[src/rtl/node_link_rx.sv]
// Receiving end of the byte-serial router-to-node link: assembles four flits
// into a 32-bit packet, queues it in a small FIFO and grants credit via free.
module node_link_rx #(
  parameter int NODE_ID    = 0,
  parameter int DEPTH      = 2,
  parameter int CHECK_DEST = 1
) (
  input  logic        clk,
  input  logic        rst_b,
  input  logic        put_inbound,
  input  logic [7:0]  payload_inbound,
  output logic        free_outbound,
  output logic [31:0] pkt_out,
  output logic        pkt_out_avail,
  input  logic        pkt_out_ack,
  output logic        proto_err,
  output logic        misroute_err,
  output logic [15:0] rx_count
);
  localparam int PW = (DEPTH > 1) ? $clog2(DEPTH) : 1;
  localparam int CW = $clog2(DEPTH + 1);
  localparam logic [3:0] NID = 4'(NODE_ID);

  typedef enum logic {IDLE, ASSEMBLE} state_t;
  state_t state, state_nx;

  logic [1:0]    cnt, cnt_nx;
  logic [7:0]    hdr, b1, b2;
  logic [31:0]   mem [DEPTH];
  logic [PW-1:0] wr_ptr, rd_ptr;
  logic [CW-1:0] count, count_nx;
  logic          grant, complete, violation;
  logic          dest_ok, push, pop, free_nx;
  logic [31:0]   pkt_full;

  function automatic logic [PW-1:0] inc(input logic [PW-1:0] p);
    return (p == PW'(DEPTH - 1)) ? '0 : p + PW'(1);
  endfunction

  always_comb begin
    state_nx  = state;
    cnt_nx    = cnt;
    grant     = 1'b0;
    complete  = 1'b0;
    violation = 1'b0;
    case (state)
      IDLE: if (put_inbound) begin
        if (free_outbound) begin
          grant    = 1'b1;
          state_nx = ASSEMBLE;
          cnt_nx   = 2'd1;
        end else begin
          violation = 1'b1;
        end
      end
      ASSEMBLE: if (put_inbound) begin
        cnt_nx = cnt + 2'd1;
        if (cnt == 2'd3) begin
          complete = 1'b1;
          state_nx = IDLE;
        end
      end
      default: state_nx = IDLE;
    endcase
  end

  assign pkt_full      = {hdr, b1, b2, payload_inbound};
  assign dest_ok       = (CHECK_DEST == 0) || (hdr[3:0] == NID);
  assign pkt_out_avail = (count != '0);
  assign pop           = pkt_out_avail && pkt_out_ack;
  // Credit accounting guarantees room; the guard only protects the FIFO from a misbehaving router.
  assign push          = complete && dest_ok && ((count < CW'(DEPTH)) || pop);
  assign count_nx      = count + CW'(push) - CW'(pop);
  // Reserve a slot for the packet being assembled so one free=1 grants exactly one packet.
  assign free_nx       = ((CW+1)'(count_nx) + (CW+1)'(state_nx == ASSEMBLE)) < (CW+1)'(DEPTH);
  assign pkt_out       = mem[rd_ptr];

  always_ff @(posedge clk or posedge rst_b) begin
    if (rst_b) begin
      state         <= IDLE;
      cnt           <= 2'd0;
      hdr           <= 8'd0;
      b1            <= 8'd0;
      b2            <= 8'd0;
      wr_ptr        <= '0;
      rd_ptr        <= '0;
      count         <= '0;
      free_outbound <= 1'b0;
      proto_err     <= 1'b0;
      misroute_err  <= 1'b0;
      rx_count      <= 16'd0;
      for (int i = 0; i < DEPTH; i++) mem[i] <= 32'd0;
    end else begin
      state         <= state_nx;
      cnt           <= cnt_nx;
      count         <= count_nx;
      free_outbound <= free_nx;
      if (grant) hdr <= payload_inbound;
      if (state == ASSEMBLE && put_inbound) begin
        if (cnt == 2'd1) b1 <= payload_inbound;
        if (cnt == 2'd2) b2 <= payload_inbound;
      end
      if (violation) proto_err <= 1'b1;
      if (complete && !dest_ok) misroute_err <= 1'b1;
      if (push) begin
        mem[wr_ptr] <= pkt_full;
        wr_ptr      <= inc(wr_ptr);
        rx_count    <= rx_count + 16'd1;
      end
      if (pop) rd_ptr <= inc(rd_ptr);
    end
  end
endmodule

[config.mk]
export PLATFORM = sky130hd
export DESIGN_NAME = node_link_rx
export DESIGN_NICKNAME = d
export VERILOG_FILES = /design/src/rtl/node_link_rx.sv
export SDC_FILE = /design/constraint.sdc
export NUM_CORES = 1
export LEC_CHECK = 0
export ABC_CLOCK_PERIOD_IN_PS = 6200
export BUFFER_PORTS_ARGS = -buffer_cell sky130_fd_sc_hd__buf_2
export CAP_MARGIN = 15
export CORE_UTILIZATION = 56
export DETAILED_ROUTE_END_ITERATION = 8
export GPL_ROUTABILITY_DRIVEN = 0
export PLACE_DENSITY = 0.89
export SKIP_CTS_REPAIR_TIMING = 1
export SLEW_MARGIN = 20
export SYNTH_ARGS = -nofsm -noshare
export SYNTH_HDL_FRONTEND = slang
export SYNTH_SLANG_ARGS = --single-unit
[constraint.sdc]
create_clock -name clk -period 6.2 [get_ports clk]
set_clock_uncertainty 0.1 [all_clocks]
set_input_delay 1.24 -clock clk [delete_from_list [all_inputs] [get_ports clk]]
set_output_delay 1.24 -clock clk [all_outputs]
set_load 0.02 [all_outputs]
# After elaboration in Yosys (flattened, before gate mapping)
# Cells that the tools add are included.
# classes
muxes	24
bitwise	3
add_sub_neg	7
reduce_logical	13
eq_ne	6
magnitude_cmp	5
# op_table
operator	count
2-to-1 mux 32 bit	4
bitwise mux 64 bit	1
demux 32 bit (select 1 bit)	1
adder 16 x 1 -> 16 bit (second input constant)	1
2-to-1 mux 1 bit	13
logical AND 1 bit	6
2-to-1 mux 2 bit	3
!= test 2 bit (second input constant)	3
equality test 2 bit (second input constant)	2
greater-or-equal comparator 2 bit (second input constant)	2
zero test 4 bit	1
inverter 1 -> 2 bit	2
one-hot mux 2 bit (2 select lines)	1
AND reduction 2 bit	2
adder 2 x 1 -> 3 bit	1
less-than comparator 3 x 2 -> 1 bit (second input constant)	1
AND reduction 3 bit	1
adder 1 bit (second input constant)	2
adder 2 x 1 -> 2 bit	1
adder 2 x 1 -> 2 bit (second input constant)	1
equality test 2 x 1 -> 1 bit (second input constant)	1
less-than comparator 2 x 1 -> 1 bit (second input constant)	1
less-than comparator 2 bit (second input constant)	1
one-hot mux 1 bit (2 select lines)	1
5 further kinds	5
# totals
input_bits	12
word_cells	72
ff_bits	114
out_inout_bits	52

# Depth between registers and ports, before layout
# Gate-level depths: netlist of run 1.
# depth
depth_word	10
ltp_mapped	8
ltp_nobuf	8

# Least setup slack after synthesis of run 1
# No wires, ideal clock.
# synth_path
path_type	input to register
startpoint	input put_inbound
endpoint	register mem[33] (netlist name)
t_required_ps	5975
setup_ps	125
n_path_buf	2
slack_ps	3388
t_arrival_ps	2587
stages	5
path_cell_list	clkbuf_1 nand3_1 nor4_4 buf_2 mux2_2
# synth_via
elab_chain_cells	4
# synth_lines
item	line	source
from (decl)	10	input logic put_inbound,
2-to-1 mux 1 bit	56	ASSEMBLE: if (put_inbound) begin
2-to-1 mux 1 bit	46	case (state)
logical AND 1 bit (2 in a row)	72	assign push = complete && dest_ok && ((count < CW'(DEPTH)) || pop);
to (signal, indexed assignment)	106	mem[wr_ptr] <= pkt_full;
to (decl)	29	logic [31:0] mem [DEPTH];
# Every way passes these cells.
# A chain may end at the register's enable or synchronous reset.

# Final worst setup path of run 1
# layout_path
startpoint	register rd_ptr
endpoint	output pkt_out[17]
# layout_via
elab_chain_cells	4
# layout_lines
item	line	source
from (decl)	30	logic [PW-1:0] wr_ptr, rd_ptr;
from (signal assigned)	110	if (pop) rd_ptr <= inc(rd_ptr);
inverter 1 -> 2 bit (implied by the code)	76	assign pkt_out = mem[rd_ptr];
2-to-1 mux 32 bit (implied by the code) (3 in a row)	76	
to (decl)	13	output logic [31:0] pkt_out,
# Every way passes these cells. The select of a mux whose other input is x is not followed.

==> results.toml, run 1 <==
[sta]
setup_violations = 0
fin_crit_sh = 0.5668
fmax_ghz = 0.2846
setup_tns_ns = 0
fin_crit_ns = 3.514
worst_pin_slew_ns = 0.8276
drv_slew = 0
maxSlewHeadroom = 0.4483
grt_setup_unrepaired = "false"
hold_viol_final = 0

[route]
drc = 0
ant_nets = 0
firstDrtPassIters = 4
wl_per_cell_um = 18.72
vias_per_cell = 5.552
routed_wl_mm = 9.660
num_vias = 2865
drtIter0Drc = 119

[global_route]
overflow = 0
antenna_found_initial = 0
grt_use_total = 0.2377
grt_first_pass_wirelength_mm = 15.59
grt_pass1_vias = 3084
grt_max_degree = 69

[finish]
antenna_cells = 0
area_growth_pct = 20.82
fillers = 530
final_nets = 415
layout_commonest_cell = "dfrtp_1"
drive_gt1_frac = 0.5158
final_cell_mix = "dfrtp_1 (114), mux2_2 (85), buf_2 (63)"

[logic_synthesis]
synth_nets = 345
ys_async_sr_fraction = 1.000
ys_warn_count = 0
synth-edff-count = 0
netlist_area_mm2 = 0.004916
synth_top_area_share = 0.5803
synth_seq_cells = 114
synthCells = 328
ys_seq_area_frac = 0.5803
syn_area_per_cell_um2 = 14.99
synth.distinct_cells = 30
synth.area.top_cells = "dfrtp_1 (58%), mux2_2 (19%), mux2_4 (7.9%), xnor2_1 (2.9%), ha_1 (1.3%)"
synthFlopType = "dfrtp_1"
synth.largest_area_cell = "dfrtp_1"

[critical_path]
rr_startpoint = "hdr[0]$_DFFE_PP0P_"
rrSetupSlack_ns = 3.37
worstPathMaxFanout = 22
required_ns = 4.86
crit_type = "reg2out"
crit_path_end_kind = "output pin"
rr_worst_depth = 4
critPathLaunchType = "register"
arrival_ns = 2.17
r2r_end = "mem[17]$_DFFE_PP0P_"

[die]
die_w_um = 95.70
dieArea_mm2 = 0.009158
rows = 33
io_pins = 64
initial_core_util = 0.5894
die-height_um = 95.70
core_area_mm2 = 0.008341

[power_and_ir_drop]
leakagePower_nw = 3.100
total_power_mw = 2.788
p_sw_frac = 0.2802
comb_power_share = 0.218
p_switching_mw = 0.7813
sequentialPowerShare = 0.398
ir_drop_mv = 0.2767
power.density_mw_per_mm2 = 469.4
power.internal_mw = 2.007
pwr-share-clk = 0.384

[min_path]
min_delay_path_depth = 1
worstHoldStart = "rx_count[15]$_DFFE_PP0P_"
hp-class = "reg2reg"
holdPathEnd = "rx_count[15]$_DFFE_PP0P_"

[run]
drv_cap = 0

[clocking]
cts_buffers = 17
clock_path_buffers = 2
clkTransAtPathRegs_ns = 0.05
cts_tree = "done"
htreeDepth = 4
clk_latency_ns = 0.52
cts_sinks = 114
cts_root_buffer = "clkbuf_8"

[placement]
io_buffers = 63
hpwlAfterDp_mm = 6.052

[outcome]
status = "finished clean"
registers in the layout, indices dropped and copies added, names as in the netlist:
name	count
b1	8
free_outbound	1
rx_count	16
wr_ptr	1
proto_err	1
b2	8
rd_ptr	1
cnt	2
misroute_err	1
mem	64
state	1
count	2
hdr	8
worst max-delay path by stage:
stage / from / to / cells after the start / slack [ns]
finish: rd_ptr$_DFFE_PP0P_ / pkt_out[17] / 3 / 2.69
CTS: rd_ptr$_DFFE_PP0P_ / pkt_out[17] / 3 / 2.65
floorplan: rst_b / b1[0]$_DFFE_PP0P_ / 1 / 1.84
global placement: put_inbound / mem[12]$_DFFE_PP0P_ / 5 / 2.82
detailed placement: put_inbound / mem[15]$_DFFE_PP0P_ / 5 / 2.74
global route: rd_ptr$_DFFE_PP0P_ / pkt_out[19] / 3 / 2.60
per-layer routing:
layer,up-vias,GRT usage,part of all wire
met5,-,0,0
met4,0,0.1020,0.023
met3,21,0.07899,0.034
met2,63,0.3917,0.51
met1,1483,0.2861,0.43
li1,1298,-,-
synth_stat cells (all sizes together), types with 2 or more instances:
library cell and number:
a21oi 2, and2 6, and3 5, buf 8, clkbuf 7, dfrtp 114, ha 5, inv 3
mux2 113, nand2 11, nand3 10, nand4 5, nor2b 6, o21ai 5, or2 2, xnor2 16
xor2 2
critical path, cell delays in order (launching register included):
cell	delay (ns)
dfrtp_1	0.67
buf_4	0.42
mux2_2	0.40
buf_2	0.16
cell type report:
type,count,area (µm²),share of cell area
clock buffer,22,442.9,0.07457
clock inverter,10,205.2,0.03455
inverter,3,13.76,0.002317
multi-input combinational,196,1956,0.3293
sequential,114,2853,0.4803
tap,105,131.4,0.02212
timing repair buffer,66,337.8,0.05688
power groups by stage:
stage	Combinational [mW]	Clock, mW	Sequential, mW
2_1_floorplan	0.475	0	1.06
3_3_place_gp	0.579	0	1.10
3_5_place_dp	0.603	0	1.12
4_1_cts	0.614	1.08	1.11
5_1_grt	0.662	1.12	1.14
6_report	0.607	1.07	1.11
logic make-up after synthesis:
kind of cell    Yosys count  synth area share
compound gates            8          0.009162
xor+xnor                 18           0.03207
fa+ha+maj                 5           0.01273
buf+inv                  18           0.02189
flops                   114            0.5803
mux                     114            0.2807
simple gates             51           0.06312
stage by stage:
stage | setup slack, ns | hold slack (ns) | area (µm²) | utilization | cells
finish | 2.686 | 0.3684 | 5939 | 0.7121 | 516
global route | 2.599 | 0.3922 | 5939 | 0.7121 | 516
CTS | 2.648 | 0.3743 | 5939 | 0.7121 | 516
detailed placement | 2.744 | 0.3584 | 5291 | 0.6344 | 484
global placement | 2.816 | 0.3482 | 5291 | 0.6344 | 484
floorplan | 1.844 | 0.3474 | 4916 | - | 328
Power figures use the tool's default switching activity.
==> run 2, diff against run 1 <==
ABC_AREA = 1   (was default)
ABC_CLOCK_PERIOD_IN_PS = 3700   (was 6200)
PLACE_DENSITY = 0.88   (was 0.89)
clock period = 3.7 ns   (was 6.2 ns; I/O delays follow)
==> run 2 against run 1 <==
Total power rose by 93%; global-route usage is 4.4 points higher; largest cell class unchanged; via count increased by 54%; critical path type unchanged; largest power group unchanged; die area grew 4.9%; utilization down 1.5 points; the run now ends with DRC left; critical endpoint is now pkt_out[12].
==> results.toml, run 2 <==
[outcome]
status = "complete, but fails checks"
violations = "DRC"

[logic_synthesis]
netlist_area_mm2 = 0.005164
synth_commonest_cells = "nand2_1 (267), dfrtp_1 (114), o21ai_0 (62)"
synthFlopType = "dfrtp_1"
ys_async_sr_fraction = 1.000
synth-edff-count = 0
synth.distinct_cells = 26
synth_top_area_share = 0.5525
synthCells = 616
yosysMostFrequentCell = "nand2_1"
synth.largest_area_cell = "dfrtp_1"
syn_area_per_cell_um2 = 8.383
synth_nets = 633
ys_seq_area_frac = 0.5525
synth_seq_cells = 114
synth.area.top_cells = "dfrtp_1 (55%), nand2_1 (19%), o21ai_0 (6.0%), inv_1 (4.1%), o21ai_2 (3.4%)"
ys_warn_count = 0

[global_route]
grt_pass1_vias = 4485
antenna_found_initial = 0
grt_max_degree = 44
grt_first_pass_wirelength_mm = 21.05
overflow = 0
grt_use_total = 0.2813

[finish]
antenna_cells = 0
largest_register = "mem"
fin_util = 0.6969
final_nets = 695
final_cell_mix = "nand2_1 (267), dfrtp_1 (114), buf_2 (63)"
largest_register_ffs = 64
layout_commonest_cell = "nand2_1"
reg_top3 = "mem x64, rx_count x16"
drive_gt1_frac = 0.1870
instances_no_fill = 798
area_growth_pct = 18.85

[clocking]
cts_buffers = 17
clock_path_buffers = 2
clk_latency_ns = 0.52
cts_sinks = 114
cts_tree = "done"
htreeDepth = 4
clkTransAtPathRegs_ns = 0.06
cts_root_buffer = "clkbuf_8"

[sta]
grt_setup_unrepaired = "false"
fin_crit_sh = 0.8188
setup_violations = 0
fmax_ghz = 0.3301
drv_slew = 0
hold_viol_final = 0
maxSlewHeadroom = 0.5222
setup_tns_ns = 0
fin_crit_ns = 3.030
worst_pin_slew_ns = 0.7168

[critical_path]
required_ns = 2.86
r2r_end = "free_outbound$_DFF_PP0_"
crit_path_end_kind = "output pin"
cp_cell_sequence = "buf_4 > nand2_1 > o21ai_0 > buf_2"
crit_slowest_cell = "dfrtp_1"
arrival_ns = 2.19
rr_startpoint = "hdr[2]$_DFFE_PP0P_"
critPathLaunchType = "register"
critical_path_cell_count = 4
rr_worst_depth = 12
max_stage_delay_ns = 0.78
path_buf_inv = 2
rrSetupSlack_ns = 1.23
worstPathMaxFanout = 29
crit_family = "flip-flops"
crit_type = "reg2out"

[die]
die-height_um = 98.03
io_pins = 64
die_w_um = 98.03
core_area_mm2 = 0.008806
rows = 34
initial_core_util = 0.5864
dieArea_mm2 = 0.009609

[route]
drtIter0Drc = 494
num_vias = 4426
vias_per_cell = 5.546
wl_per_cell_um = 15.83
routed_wl_mm = 12.63
ant_nets = 0
firstDrtPassIters = 8
drc = 3

[power_and_ir_drop]
power.density_mw_per_mm2 = 875.5
ir_drop_mv = 0.4450
total_power_mw = 5.373
leakagePower_nw = 3.301

[placement]
place_inst = 767
io_buffers = 63
hpwlAfterDp_mm = 7.452

[run]
drv_cap = 0

[min_path]
hp-class = "in2async"
[run 2: cell families after synthesis]
logic type	count (synthesis)	synth area share
adder cells (fa/ha/maj)	5	0.01212
buffers and inverters	84	0.07148
flip-flops	114	0.5525
XOR/XNOR	9	0.01526
AND/OR/NAND/NOR	310	0.2416
AO/OA/AOI/OAI	94	0.1071
[run 2: routing by layer]
metal  share of wire  vias to the layer above  GRT usage
li1                -                     2030          -
met2            0.50                      231     0.4686
met3           0.073                       56    0.07087
met4           0.035                        0     0.1469
met5               0                        -          0
met1            0.39                     2109     0.3388
[run 2: cell type report]
class | instances | area [µm²]
clock buffer | 22 | 462.9
clock inverter | 9 | 153.9
fill | 582 | 2669
inverter | 59 | 225.2
multi-input combinational | 418 | 1942
sequential | 114 | 2853
tap | 108 | 135.1
timing repair buffer | 68 | 365.4
[run 2: how the worst max path moves through the flow]
stage / from / to / slack [ns]
2_1_floorplan: put_inbound / free_outbound$_DFF_PP0_ / 1.46
3_3_place_gp: put_inbound / free_outbound$_DFF_PP0_ / 1.08
3_5_place_dp: put_inbound / free_outbound$_DFF_PP0_ / 0.90
4_1_cts: rd_ptr$_DFFE_PP0P_ / pkt_out[10] / 0.70
5_1_grt: rd_ptr$_DFFE_PP0P_ / pkt_out[0] / 0.59
6_report: rd_ptr$_DFFE_PP0P_ / pkt_out[12] / 0.67
[run 2: power breakdown]
part           total [mW]  internal, mW  switching, mW
combinational        1.64         0.545           1.10
clock                1.71          1.14          0.563
sequential           2.02          1.69          0.333
[run 2: per-stage QoR]
| step | worst slack [ns] | hold slack [ns] | area (µm²) |
|---|---|---|---|
| 4_1_cts | 0.7038 | 0.1837 | 6137 |
| 3_3_place_gp | 1.084 | 0.3354 | 5520 |
| 5_1_grt | 0.5925 | 0.2121 | 6137 |
| 2_1_floorplan | 1.456 | 0.3365 | 5167 |
| 3_5_place_dp | 0.9005 | 0.3392 | 5520 |
| 6_report | 0.6704 | 0.1748 | 6137 |
==> run 3, diff against run 2 <==
ABC_CLOCK_PERIOD_IN_PS = 2750   (was 3700)
CORE_UTILIZATION = 52   (was 56)
PLACE_DENSITY = 0.87   (was 0.88)
clock period = 2.75 ns   (was 3.7 ns; I/O delays follow)
==> run 3 against run 2 <==
The flow now finishes without violations; combinational power grew 36%; utilization decreased by 5.7 points; sequential share of layout area fell by 0.44 points; critical endpoint is now pkt_out[28]; flip-flop and latch count unchanged; critical path depth unchanged; final area up 0.96%; worst setup slack worse by 0.53 ns; non-clock buffer count increased by 3; critical path type unchanged.
==> results.toml, run 3 (synthesis results as in run 2) <==
[power_and_ir_drop]
ir_drop_mv = 0.5690
power.density_mw_per_mm2 = 1163
leakagePower_nw = 3.313
total_power_mw = 7.208

[critical_path]
crit_family = "flip-flops"
required_ns = 2.10
crit_type = "reg2out"
endpoint = "pkt_out[28]"
r2r_end = "free_outbound$_DFF_PP0_"
crit_slowest_cell = "dfrtp_1"
critical_path_cell_count = 4
worstPathMaxFanout = 24
rr_startpoint = "hdr[2]$_DFFE_PP0P_"
arrival_ns = 1.96
rrSetupSlack_ns = 0.58
rr_worst_depth = 12
path_buf_inv = 2
critPathLaunchType = "register"
max_stage_delay_ns = 0.65
cp_cell_sequence = "buf_4 > nand2_1 > o21ai_0 > buf_2"
crit_path_end_kind = "output pin"
crit_start = "rd_ptr$_DFFE_PP0P_"

[route]
drc = 0
wl_per_cell_um = 14.76
drtIter0Drc = 235
ant_nets = 0
routed_wl_mm = 12.21
firstDrtPassIters = 5
num_vias = 4329
vias_per_cell = 5.235

[min_path]
hp-class = "in2reg"
min_delay_path_depth = 3

[finish]
antenna_cells = 0
largest_register = "mem"
layout_commonest_cell = "nand2_1"
fillers = 741
largest_register_ffs = 64
final_cell_mix = "nand2_1 (267), dfrtp_1 (114), buf_2 (63)"
area_growth_pct = 19.99
drive_gt1_frac = 0.1888
reg_top3 = "mem x64, rx_count x16"
final_nets = 698

[clocking]
htreeDepth = 4
clkTransAtPathRegs_ns = 0.05
cts_root_buffer = "clkbuf_8"
cts_buffers = 17
cts_tree = "done"
clock_path_buffers = 2
cts_sinks = 114
clk_latency_ns = 0.51

[sta]
setup_tns_ns = 0
worst_pin_slew_ns = 0.6794
hold_viol_final = 0
setup_violations = 0
drv_slew = 0
maxSlewHeadroom = 0.5471
fmax_ghz = 0.3825
fin_crit_ns = 2.615
fin_crit_sh = 0.9507
grt_setup_unrepaired = "false"

[global_route]
grt_max_degree = 47
grt_first_pass_wirelength_mm = 20.15
antenna_found_initial = 0
grt_use_total = 0.2585
overflow = 0
grt_pass1_vias = 4237

[die]
die-height_um = 101.7
core_area_mm2 = 0.009684
dieArea_mm2 = 0.01033
rows = 36
initial_core_util = 0.5332
io_pins = 64
die_w_um = 101.7

[placement]
hpwlAfterDp_mm = 7.700
io_buffers = 63

[outcome]
status = "finished clean"

[run]
drv_cap = 0
==> run 3: cell types whose count changed in the layout (fill, tap and decap cells not counted), sizes merged <==
cell / delta
buf: +2
clkbuf: +1
clkinv: -1
clkinvlp: +1
dlygate4sd3: +1
==> run 3: worst reg2reg max path, delay by kind of cell (launching register included) <==
| family | cells | cell delay (ns) |
|---|---|---|
| buffers and inverters | 1 | 0.09 |
| flip-flops | 1 | 0.37 |
| adder cells (fa/ha/maj) | 1 | 0.19 |
| XOR/XNOR | 1 | 0.14 |
| AND/OR/NAND/NOR | 7 | 0.99 |
| AO/OA/AOI/OAI | 2 | 0.21 |
==> run 3: worst min path at each step <==
| stage | startpoint | endpoint | slack, ns |
|---|---|---|---|
| 6_report | put_inbound | proto_err$_DFFE_PP0P_ | 0.21 |
| 5_1_grt | put_inbound | proto_err$_DFFE_PP0P_ | 0.22 |
| 4_1_cts | rst_b | proto_err$_DFFE_PP0P_ | -0.15 |
| 3_5_place_dp | misroute_err$_DFFE_PP0P_ | misroute_err$_DFFE_PP0P_ | 0.34 |
| 3_3_place_gp | misroute_err$_DFFE_PP0P_ | misroute_err$_DFFE_PP0P_ | 0.34 |
| 2_1_floorplan | mem[24]$_DFFE_PP0P_ | mem[24]$_DFFE_PP0P_ | 0.34 |
==> run 3: routing by layer <==
layer	vias to the layer above	GRT usage	part of all wire
li1	2037	-	-
met1	2096	0.3063	0.40
met2	166	0.4428	0.52
met3	30	0.06901	0.059
met4	0	0.1126	0.023
met5	-	0	0
==> run 3: final cells by class <==
| type | count | area [µm²] | area share |
|---|---|---|---|
| inverter | 59 | 225.2 | 0.03635 |
| multi-input combinational | 418 | 1942 | 0.3134 |
| tap | 133 | 166.4 | 0.02686 |
| timing repair buffer | 71 | 390.4 | 0.06300 |
| clock inverter | 9 | 152.6 | 0.02464 |
| sequential | 114 | 2853 | 0.4604 |
| clock buffer | 23 | 466.7 | 0.07532 |
==> run 3: power breakdown <==
group / switching [mW] / internal [mW] / total (mW)
Combinational: 1.48 / 0.747 / 2.23
Clock: 0.737 / 1.54 / 2.28
Sequential: 0.428 / 2.28 / 2.70
Total: 2.64 / 4.56 / 7.21
==> run 3: per-stage QoR <==
stage	setup slack, ns	hold WS, ns	instance area [µm²]	util	cells
3_3_place_gp	0.5506	0.3415	5567	0.5748	794
3_5_place_dp	0.4522	0.3405	5567	0.5748	794
6_report	0.1355	0.2141	6196	0.6398	827
5_1_grt	0.05133	0.2151	6196	0.6398	827
2_1_floorplan	0.6705	0.3365	5167	-	616
4_1_cts	0.1196	-0.1507	6186	0.6388	826
